===== src/rtl/blur_pkg.sv =====
// Shared types and constants for the 3x3 Gaussian blur engine.
package blur_pkg;

    typedef enum logic [1:0] {
        BLUR     = 2'd0,
        COPY     = 2'd1,
        DECIMATE = 2'd2
    } blur_mode_t;

    typedef enum logic [1:0] {
        IDLE,
        FETCH,
        DRAIN,
        WRITE
    } blur_state_t;

    localparam int unsigned TAP_W        = 4;
    localparam int unsigned WEIGHT_W     = 3;
    localparam int unsigned KERNEL_TAPS  = 9;
    localparam int unsigned KERNEL_SHIFT = 4;
    localparam int unsigned ROUND_BIAS   = 1 << (KERNEL_SHIFT - 1);

    localparam logic [TAP_W-1:0] CENTER_TAP = 4'd4;
    localparam logic [TAP_W-1:0] LAST_TAP   = 4'd8;

    // Row-major 1-2-1 / 2-4-2 / 1-2-1 kernel, weights sum to 16.
    localparam logic [WEIGHT_W-1:0] KERNEL_W [KERNEL_TAPS] = '{
        3'd1, 3'd2, 3'd1,
        3'd2, 3'd4, 3'd2,
        3'd1, 3'd2, 3'd1
    };

    typedef struct packed {
        logic             valid;
        logic [TAP_W-1:0] k;
    } tap_entry_t;

endpackage


===== src/rtl/blur_addr_gen.sv =====
// Combinational edge-clamped source address for tap k of the 3x3 window centred at (x, y).
module blur_addr_gen
    import blur_pkg::*;
#(
    parameter int unsigned WIDTH  = 64,
    parameter int unsigned HEIGHT = 64
) (
    input  logic [$clog2(WIDTH)-1:0]        x_in,
    input  logic [$clog2(HEIGHT)-1:0]       y_in,
    input  logic [TAP_W-1:0]                k_in,
    output logic [$clog2(WIDTH*HEIGHT)-1:0] addr_c
);

    localparam int unsigned XW = $clog2(WIDTH);
    localparam int unsigned YW = $clog2(HEIGHT);
    localparam int unsigned AW = $clog2(WIDTH * HEIGHT);

    logic [1:0]    col;
    logic [1:0]    row;
    logic [XW-1:0] tx;
    logic [YW-1:0] ty;

    // Column/row offset selectors: 0 = -1, 1 = 0, 2 = +1.
    always_comb begin
        col = 2'd1;
        row = 2'd1;
        case (k_in)
            4'd0:    begin col = 2'd0; row = 2'd0; end
            4'd1:    begin col = 2'd1; row = 2'd0; end
            4'd2:    begin col = 2'd2; row = 2'd0; end
            4'd3:    begin col = 2'd0; row = 2'd1; end
            4'd5:    begin col = 2'd2; row = 2'd1; end
            4'd6:    begin col = 2'd0; row = 2'd2; end
            4'd7:    begin col = 2'd1; row = 2'd2; end
            4'd8:    begin col = 2'd2; row = 2'd2; end
            default: begin col = 2'd1; row = 2'd1; end
        endcase
    end

    always_comb begin
        tx = x_in;
        ty = y_in;
        if (col == 2'd0 && x_in != '0)
            tx = x_in - XW'(1);
        else if (col == 2'd2 && x_in != XW'(WIDTH - 1))
            tx = x_in + XW'(1);
        if (row == 2'd0 && y_in != '0)
            ty = y_in - YW'(1);
        else if (row == 2'd2 && y_in != YW'(HEIGHT - 1))
            ty = y_in + YW'(1);
    end

    assign addr_c = AW'(tx) + AW'(ty) * AW'(WIDTH);

endmodule


===== src/rtl/blur_img_engine.sv =====
// BRAM-to-BRAM 3x3 Gaussian blur with copy and blur+decimate-by-2 modes.
// Define BLUR_ROUND_EN for round-half-up output; default truncates.
module blur_img_engine
    import blur_pkg::*;
#(
    parameter int unsigned BIT_DEPTH    = 8,
    parameter int unsigned WIDTH        = 64,
    parameter int unsigned HEIGHT       = 64,
    parameter int unsigned READ_LATENCY = 2
) (
    input  logic                            clk_in,
    input  logic                            rst_in,
    input  logic                            start_in,
    input  logic [1:0]                      mode_in,
    output logic [$clog2(WIDTH*HEIGHT)-1:0] read_addr,
    output logic                            read_addr_valid,
    input  logic [BIT_DEPTH-1:0]            pixel_in,
    output logic [$clog2(WIDTH*HEIGHT)-1:0] write_addr,
    output logic                            write_valid,
    output logic [BIT_DEPTH-1:0]            pixel_out,
    output logic                            busy_out,
    output logic                            blur_done,
    output logic                            error_out
);

    localparam int unsigned XW    = $clog2(WIDTH);
    localparam int unsigned YW    = $clog2(HEIGHT);
    localparam int unsigned AW    = $clog2(WIDTH * HEIGHT);
    localparam int unsigned ACC_W = BIT_DEPTH + 4;
    localparam int unsigned DW    = 2;

    blur_state_t          state_q, state_d;
    blur_mode_t           mode_q, mode_d, start_mode;
    logic [XW-1:0]        x_q, x_d;
    logic [YW-1:0]        y_q, y_d;
    logic [TAP_W-1:0]     k_q, k_d;
    logic [DW-1:0]        drain_q, drain_d;
    logic [ACC_W-1:0]     acc_q, acc_d;
    tap_entry_t           pipe_q [READ_LATENCY];
    tap_entry_t           pipe_d [READ_LATENCY];
    logic [AW-1:0]        read_addr_q, read_addr_d;
    logic                 read_addr_valid_q, read_addr_valid_d;
    logic [AW-1:0]        write_addr_q, write_addr_d;
    logic                 write_valid_q, write_valid_d;
    logic [BIT_DEPTH-1:0] pixel_out_q, pixel_out_d;
    logic                 busy_q, busy_d;
    logic                 done_q, done_d;
    logic                 error_q, error_d;

    tap_entry_t           arrive;
    logic [ACC_W-1:0]     weighted;
    logic [ACC_W-1:0]     acc_sum;
    logic [ACC_W-1:0]     acc_out;
    logic                 last_x;
    logic                 last_y;
    logic [AW-1:0]        tap_addr_c;

    blur_addr_gen #(
        .WIDTH  (WIDTH),
        .HEIGHT (HEIGHT)
    ) u_addr_gen (
        .x_in   (x_d),
        .y_in   (y_d),
        .k_in   (k_d),
        .addr_c (tap_addr_c)
    );

    always_ff @(posedge clk_in or negedge rst_in) begin
        if (!rst_in) begin
            state_q           <= IDLE;
            mode_q            <= BLUR;
            x_q               <= '0;
            y_q               <= '0;
            k_q               <= '0;
            drain_q           <= '0;
            acc_q             <= '0;
            for (int i = 0; i < READ_LATENCY; i++) pipe_q[i] <= '0;
            read_addr_q       <= '0;
            read_addr_valid_q <= 1'b0;
            write_addr_q      <= '0;
            write_valid_q     <= 1'b0;
            pixel_out_q       <= '0;
            busy_q            <= 1'b0;
            done_q            <= 1'b0;
            error_q           <= 1'b0;
        end else begin
            state_q           <= state_d;
            mode_q            <= mode_d;
            x_q               <= x_d;
            y_q               <= y_d;
            k_q               <= k_d;
            drain_q           <= drain_d;
            acc_q             <= acc_d;
            pipe_q            <= pipe_d;
            read_addr_q       <= read_addr_d;
            read_addr_valid_q <= read_addr_valid_d;
            write_addr_q      <= write_addr_d;
            write_valid_q     <= write_valid_d;
            pixel_out_q       <= pixel_out_d;
            busy_q            <= busy_d;
            done_q            <= done_d;
            error_q           <= error_d;
        end
    end

    // Tap index travels alongside its read so the returning pixel picks up the right weight.
    always_comb begin
        pipe_d[0] = '{valid: read_addr_valid_q, k: k_q};
        for (int i = 1; i < READ_LATENCY; i++) pipe_d[i] = pipe_q[i-1];
    end

    always_comb begin
        state_d       = state_q;
        mode_d        = mode_q;
        x_d           = x_q;
        y_d           = y_q;
        k_d           = k_q;
        drain_d       = drain_q;
        write_addr_d  = write_addr_q;
        write_valid_d = 1'b0;
        pixel_out_d   = pixel_out_q;
        done_d        = 1'b0;
        error_d       = start_in && (state_q != IDLE);

        start_mode = (mode_in == 2'd3) ? BLUR : blur_mode_t'(mode_in);
        arrive     = pipe_q[READ_LATENCY-1];
        weighted   = ACC_W'(pixel_in) * ACC_W'(KERNEL_W[arrive.k]);
        acc_sum    = arrive.valid ? (acc_q + weighted) : acc_q;
        acc_d      = acc_sum;
`ifdef BLUR_ROUND_EN
        acc_out    = acc_sum + ACC_W'(ROUND_BIAS);
`else
        acc_out    = acc_sum;
`endif
        last_x     = (mode_q == DECIMATE) ? (x_q == XW'(WIDTH - 2)) : (x_q == XW'(WIDTH - 1));
        last_y     = (mode_q == DECIMATE) ? (y_q == YW'(HEIGHT - 2)) : (y_q == YW'(HEIGHT - 1));

        case (state_q)
            IDLE: begin
                if (start_in) begin
                    mode_d  = start_mode;
                    x_d     = '0;
                    y_d     = '0;
                    k_d     = (start_mode == COPY) ? CENTER_TAP : '0;
                    acc_d   = '0;
                    state_d = FETCH;
                end
            end
            FETCH: begin
                if (mode_q == COPY || k_q == LAST_TAP) begin
                    drain_d = '0;
                    state_d = DRAIN;
                end else begin
                    k_d = k_q + TAP_W'(1);
                end
            end
            DRAIN: begin
                // Last tap lands in this cycle; fold it in directly so the result is ready for WRITE.
                if (drain_q == DW'(READ_LATENCY - 1)) begin
                    write_valid_d = 1'b1;
                    write_addr_d  = (mode_q == DECIMATE)
                                  ? AW'(x_q >> 1) + AW'(y_q >> 1) * AW'(WIDTH / 2)
                                  : AW'(x_q) + AW'(y_q) * AW'(WIDTH);
                    pixel_out_d   = (mode_q == COPY) ? pixel_in
                                                     : BIT_DEPTH'(acc_out >> KERNEL_SHIFT);
                    state_d       = WRITE;
                end else begin
                    drain_d = drain_q + DW'(1);
                end
            end
            WRITE: begin
                if (last_x && last_y) begin
                    done_d  = 1'b1;
                    state_d = IDLE;
                end else begin
                    if (last_x) begin
                        x_d = '0;
                        y_d = y_q + ((mode_q == DECIMATE) ? YW'(2) : YW'(1));
                    end else begin
                        x_d = x_q + ((mode_q == DECIMATE) ? XW'(2) : XW'(1));
                    end
                    k_d     = (mode_q == COPY) ? CENTER_TAP : '0;
                    acc_d   = '0;
                    state_d = FETCH;
                end
            end
            default: state_d = IDLE;
        endcase
    end

    assign read_addr_valid_d = (state_d == FETCH);
    assign read_addr_d       = read_addr_valid_d ? tap_addr_c : read_addr_q;
    assign busy_d            = (state_d != IDLE);

    assign read_addr       = read_addr_q;
    assign read_addr_valid = read_addr_valid_q;
    assign write_addr      = write_addr_q;
    assign write_valid     = write_valid_q;
    assign pixel_out       = pixel_out_q;
    assign busy_out        = busy_q;
    assign blur_done       = done_q;
    assign error_out       = error_q;

endmodule


===== config.mk =====
export PLATFORM = sky130hd
export DESIGN_NAME = blur_img_engine
export DESIGN_NICKNAME = d
export VERILOG_FILES = /design/src/rtl/blur_pkg.sv /design/src/rtl/blur_addr_gen.sv /design/src/rtl/blur_img_engine.sv
export SDC_FILE = /design/constraint.sdc
export NUM_CORES = 1
export LEC_CHECK = 0
export CORE_MARGIN = 10
export CORE_UTILIZATION = 53
export CTS_CLUSTER_DIAMETER = 50
export CTS_CLUSTER_SIZE = 16
export DETAILED_ROUTE_END_ITERATION = 7
export PLACE_DENSITY = 0.83
export SLEW_MARGIN = 20
export SYNTH_ARGS = -nofsm -noshare
export SYNTH_HDL_FRONTEND = slang
export SYNTH_SLANG_ARGS = --single-unit

===== constraint.sdc =====
create_clock -name clk_in -period 3.9 [get_ports clk_in]
set_clock_uncertainty 0.05 [all_clocks]
set_input_delay 0.78 -clock clk_in [delete_from_list [all_inputs] [get_ports clk_in]]
set_output_delay 0.78 -clock clk_in [all_outputs]
set_load 0.05 [all_outputs]

==> summary.txt <==
Floorplan
  • Die X: 122 um
  • Die area: 14800 um^2
  • Die Ht: 122 um
  • I/O pins: 50
  • Cell row count: 37
  • Total core area: 10200 um^2
  • Initial Util: 0.537

Logic synthesis
  • Avg Cell Area, Syn: 9.33 um^2
  • Post-synthesis cell type count: 78
  • Warnings from Yosys: 0
  • Synth Register Bits: 81
  • Sequential-to-total area share from yosys stat: 0.369
  • Number of synthesized flops with an enable pin: 0
  • Asr flop ratio synth: 1.00
  • Cells after Synth: 589
  • Ys flop type: dfrtp_1
  • Syn_nets: 654
  • Mapped cell area: 5500 um^2

Timing
  • RSZ-0062 raised after global routing: true
  • Final Hold Slack: 275 ps
  • Max Clock Freq: 262 MHz
  • Least-Margin Pin Slew: 681 ps
  • Final slew viol count: 0
  • Final worst slack: 76.4 ps
  • Fin crit share: 0.980
  • Slew margin rel.: 0.546
  • Min cycle time layout: 3820 ps
  • Final Hold Vio Count: 0
  • Final setup viols: 0

Routing
  • Via density: 5.68
  • Total wire length: 13.8 mm
  • DRT iter0 DRCs: 295
  • Drt pass-1 iters: 8
  • DR WL/cell: 16.5 um
  • Routed Antenna Nets: 0
  • Via Count: 4745
  • DRC viols: 0

Setup path
  • Worst EP required: 4090 ps
  • Critical Path End Type: flop
  • CP startpoint kind: flop
  • Crit path DAT: 4010 ps
  • CP max FO: 4
  • Crit path kind: flop to flop

Final layout
  • Multi-input gate area: 3280 um^2
  • Final core occ: 0.677
  • Fraction of layout cells with a size suffix above 1: 0.191
  • Register area: 2030 um^2
  • Area delta synth->final: 26.0%
  • Fillers: 772
  • ANT cells: 0
  • Non-Filler Instances: 836
  • Finished Cell Area: 6920 um^2
  • Fin nets: 760

Clock tree
  • Clock Sinks: 81
  • Worst-path clk slew: 80 ps
  • TritonCTS clock tree: yes
  • Maximum clock path buffer count: 2
  • H-Tree Depth: 3
  • CTS Buf Count: 9
  • Worst-skew pair later-pin latency: 350 ps
  • Clock root buffer: clkbuf_8
  • # hold bufs at CTS: 0

Placement
  • Post-placement setup slack: -740 ps
  • Port bufs: 49
  • Post-detail-place hpwl: 10.2 mm
  • Final RePlAce weighted congestion: 0.949
  • Dpl cells: 812
  • DP Area: 6520 um^2

Outcome
  • Outcome: complete, no violations

GRT
  • First-pass GRT wire length: 22.8 mm
  • Vias in the first global route: 4843
  • Gr ovfl total: 0
  • Initial antenna violation count: 0
  • Largest net degree at the start of global routing: 82
  • Overall Global Routing Usage: 0.185

Pwr
  • Leakage: 3.32 nW
  • Peak supply drop: 0.000430 V
  • PwrDens: 818 nW/um^2

Flow run
  • Max-Cap Viols: 0

Hold path
  • Worst min path class: primary input to asynchronous set/reset pin
==> worst max-delay path, stage by stage, from the launching register on <==
cell      delay (ps)
dfrtp_1          400
nor2b_4          130
buf_6            110
o21bai_4          80
buf_4            140
buf_4            120
and2_1           150
ha_1             290
ha_1             290
ha_2             210
fa_2             410
a21o_1           180
a21oi_2          140
o21bai_1         120
a21oi_2          180
o21ai_2           80
a211oi_2         200
nor2_2            70
mux2i_1          120
a221o_1          250
==> cells in the final DEF (no fill, tap or decap), types with 13 or more instances in the layout <==
cell type	synthesis	routed
dfrtp_1	81	81
buf_4	0	63
inv_1	66	62
nand2_1	49	48
nor2_1	48	47
clkdlybuf4s50_1	0	44
o21ai_0	42	35
ha_1	35	32
a21oi_1	26	21
and2_1	22	20
mux2i_1	18	17
fa_1	17	16
xnor2_1	14	13
==> flip-flops by register name, summed over array words and instances (netlist names), 5 cells and up <==
name,flops
y_q,6
arrive,5
write_addr,12
acc_q,12
pipe_d,5
x_q,6
read_addr,12
pixel_out,8
==> per-layer routing <==
layer / vias to the layer above / routed length [um] / global-route usage
li1: 2259 / - / -
met4: 0 / 296 / 0.0618
met2: 153 / 6860 / 0.309
met5: - / 0 / 0
met1: 2304 / 5790 / 0.230
met3: 29 / 861 / 0.0449
==> timing repair <==
item	in CTS	in global routing
endpoints found under the setup margin	15	22
pin swaps	8	17
setup buffers	2	5
hold endpoints to repair	0	0
resized for setup	11	29
==> synthesized netlist by cell type, types with 5 or more instances <==
cell / n / area share
o21ai_1: 5 / 0.0046
and2_1: 22 / 0.025
a22o_1: 5 / 0.0080
nor2_1: 48 / 0.033
nor4_1: 5 / 0.0057
nor2b_1: 7 / 0.0080
mux2i_1: 18 / 0.033
a211oi_1: 6 / 0.0082
clkbuf_1: 13 / 0.0089
a21oi_1: 26 / 0.024
nor3_1: 9 / 0.0082
nand3_1: 10 / 0.0091
a22oi_1: 7 / 0.0096
or2_2: 5 / 0.0057
a21o_1: 6 / 0.0082
ha_1: 35 / 0.080
inv_1: 66 / 0.045
dfrtp_1: 81 / 0.37
o21ai_0: 42 / 0.038
fa_1: 17 / 0.062
xnor2_1: 14 / 0.022
nand2_1: 49 / 0.033
nand2b_1: 8 / 0.0091
a31oi_1: 5 / 0.0057
==> per-stage QoR <==
| stage | setup TNS, ps | power (mW) |
|---|---|---|
| 2_1_floorplan | -23.3 | 3.48 |
| 3_3_place_gp | -5070 | 4.57 |
| 3_5_place_dp | -6910 | 4.72 |
| 4_1_cts | -4.26 | 5.45 |
| 5_1_grt | -291 | 6.10 |
| 6_report | 0 | 5.67 |
==> report_power, final <==
| part | switching (mW) | total [mW] | internal, mW | leakage, nW |
|---|---|---|---|---|
| clock | 0.298 | 0.629 | 0.331 | 0.103 |
| combinational | 2.10 | 3.80 | 1.70 | 2.15 |
| sequential | 0.180 | 1.23 | 1.05 | 1.07 |
| total | 2.58 | 5.67 | 3.08 | 3.32 |
==> cell type report <==
type	count	share of cell area
Tap cell	136	0.0246
Sequential cell	81	0.293
Clock buffer	12	0.0224
Inverter	66	0.0358
Clock inverter	4	0.00741
Multi-Input combinational cell	424	0.474
Timing Repair Buffer	113	0.143
==> final timing paths <==
check / from / end / slack [ps] / cells past startpoint
worst max-delay path: arrive[1]$_DFF_PN0_ / pixel_out[7]$_DFFE_PN0P_ / 80 / 19
worst min-delay path: rst_in / read_addr[10]$_DFFE_PN0P_ / 280 / 1
worst max register to register: arrive[1]$_DFF_PN0_ / pixel_out[7]$_DFFE_PN0P_ / 80 / 19
worst min register to register: pipe_d[1]$_DFF_PN0_ / arrive[1]$_DFF_PN0_ / 310 / 0
max in group asynchronous: rst_in / error_out$_DFF_PN0_ / 2920 / 2
min in group clk_in: pipe_d[1]$_DFF_PN0_ / arrive[1]$_DFF_PN0_ / 310 / 0
==> cells by family after synthesis <==
logic type / Yosys count / share of synthesized area
buf+inv: 84 / 0.0594
fa+ha+maj: 52 / 0.142
compound gates: 144 / 0.181
xor+xnor: 17 / 0.0271
simple gates: 192 / 0.187
mux: 19 / 0.0348
flops: 81 / 0.369
Power figures use the tool's default switching activity.
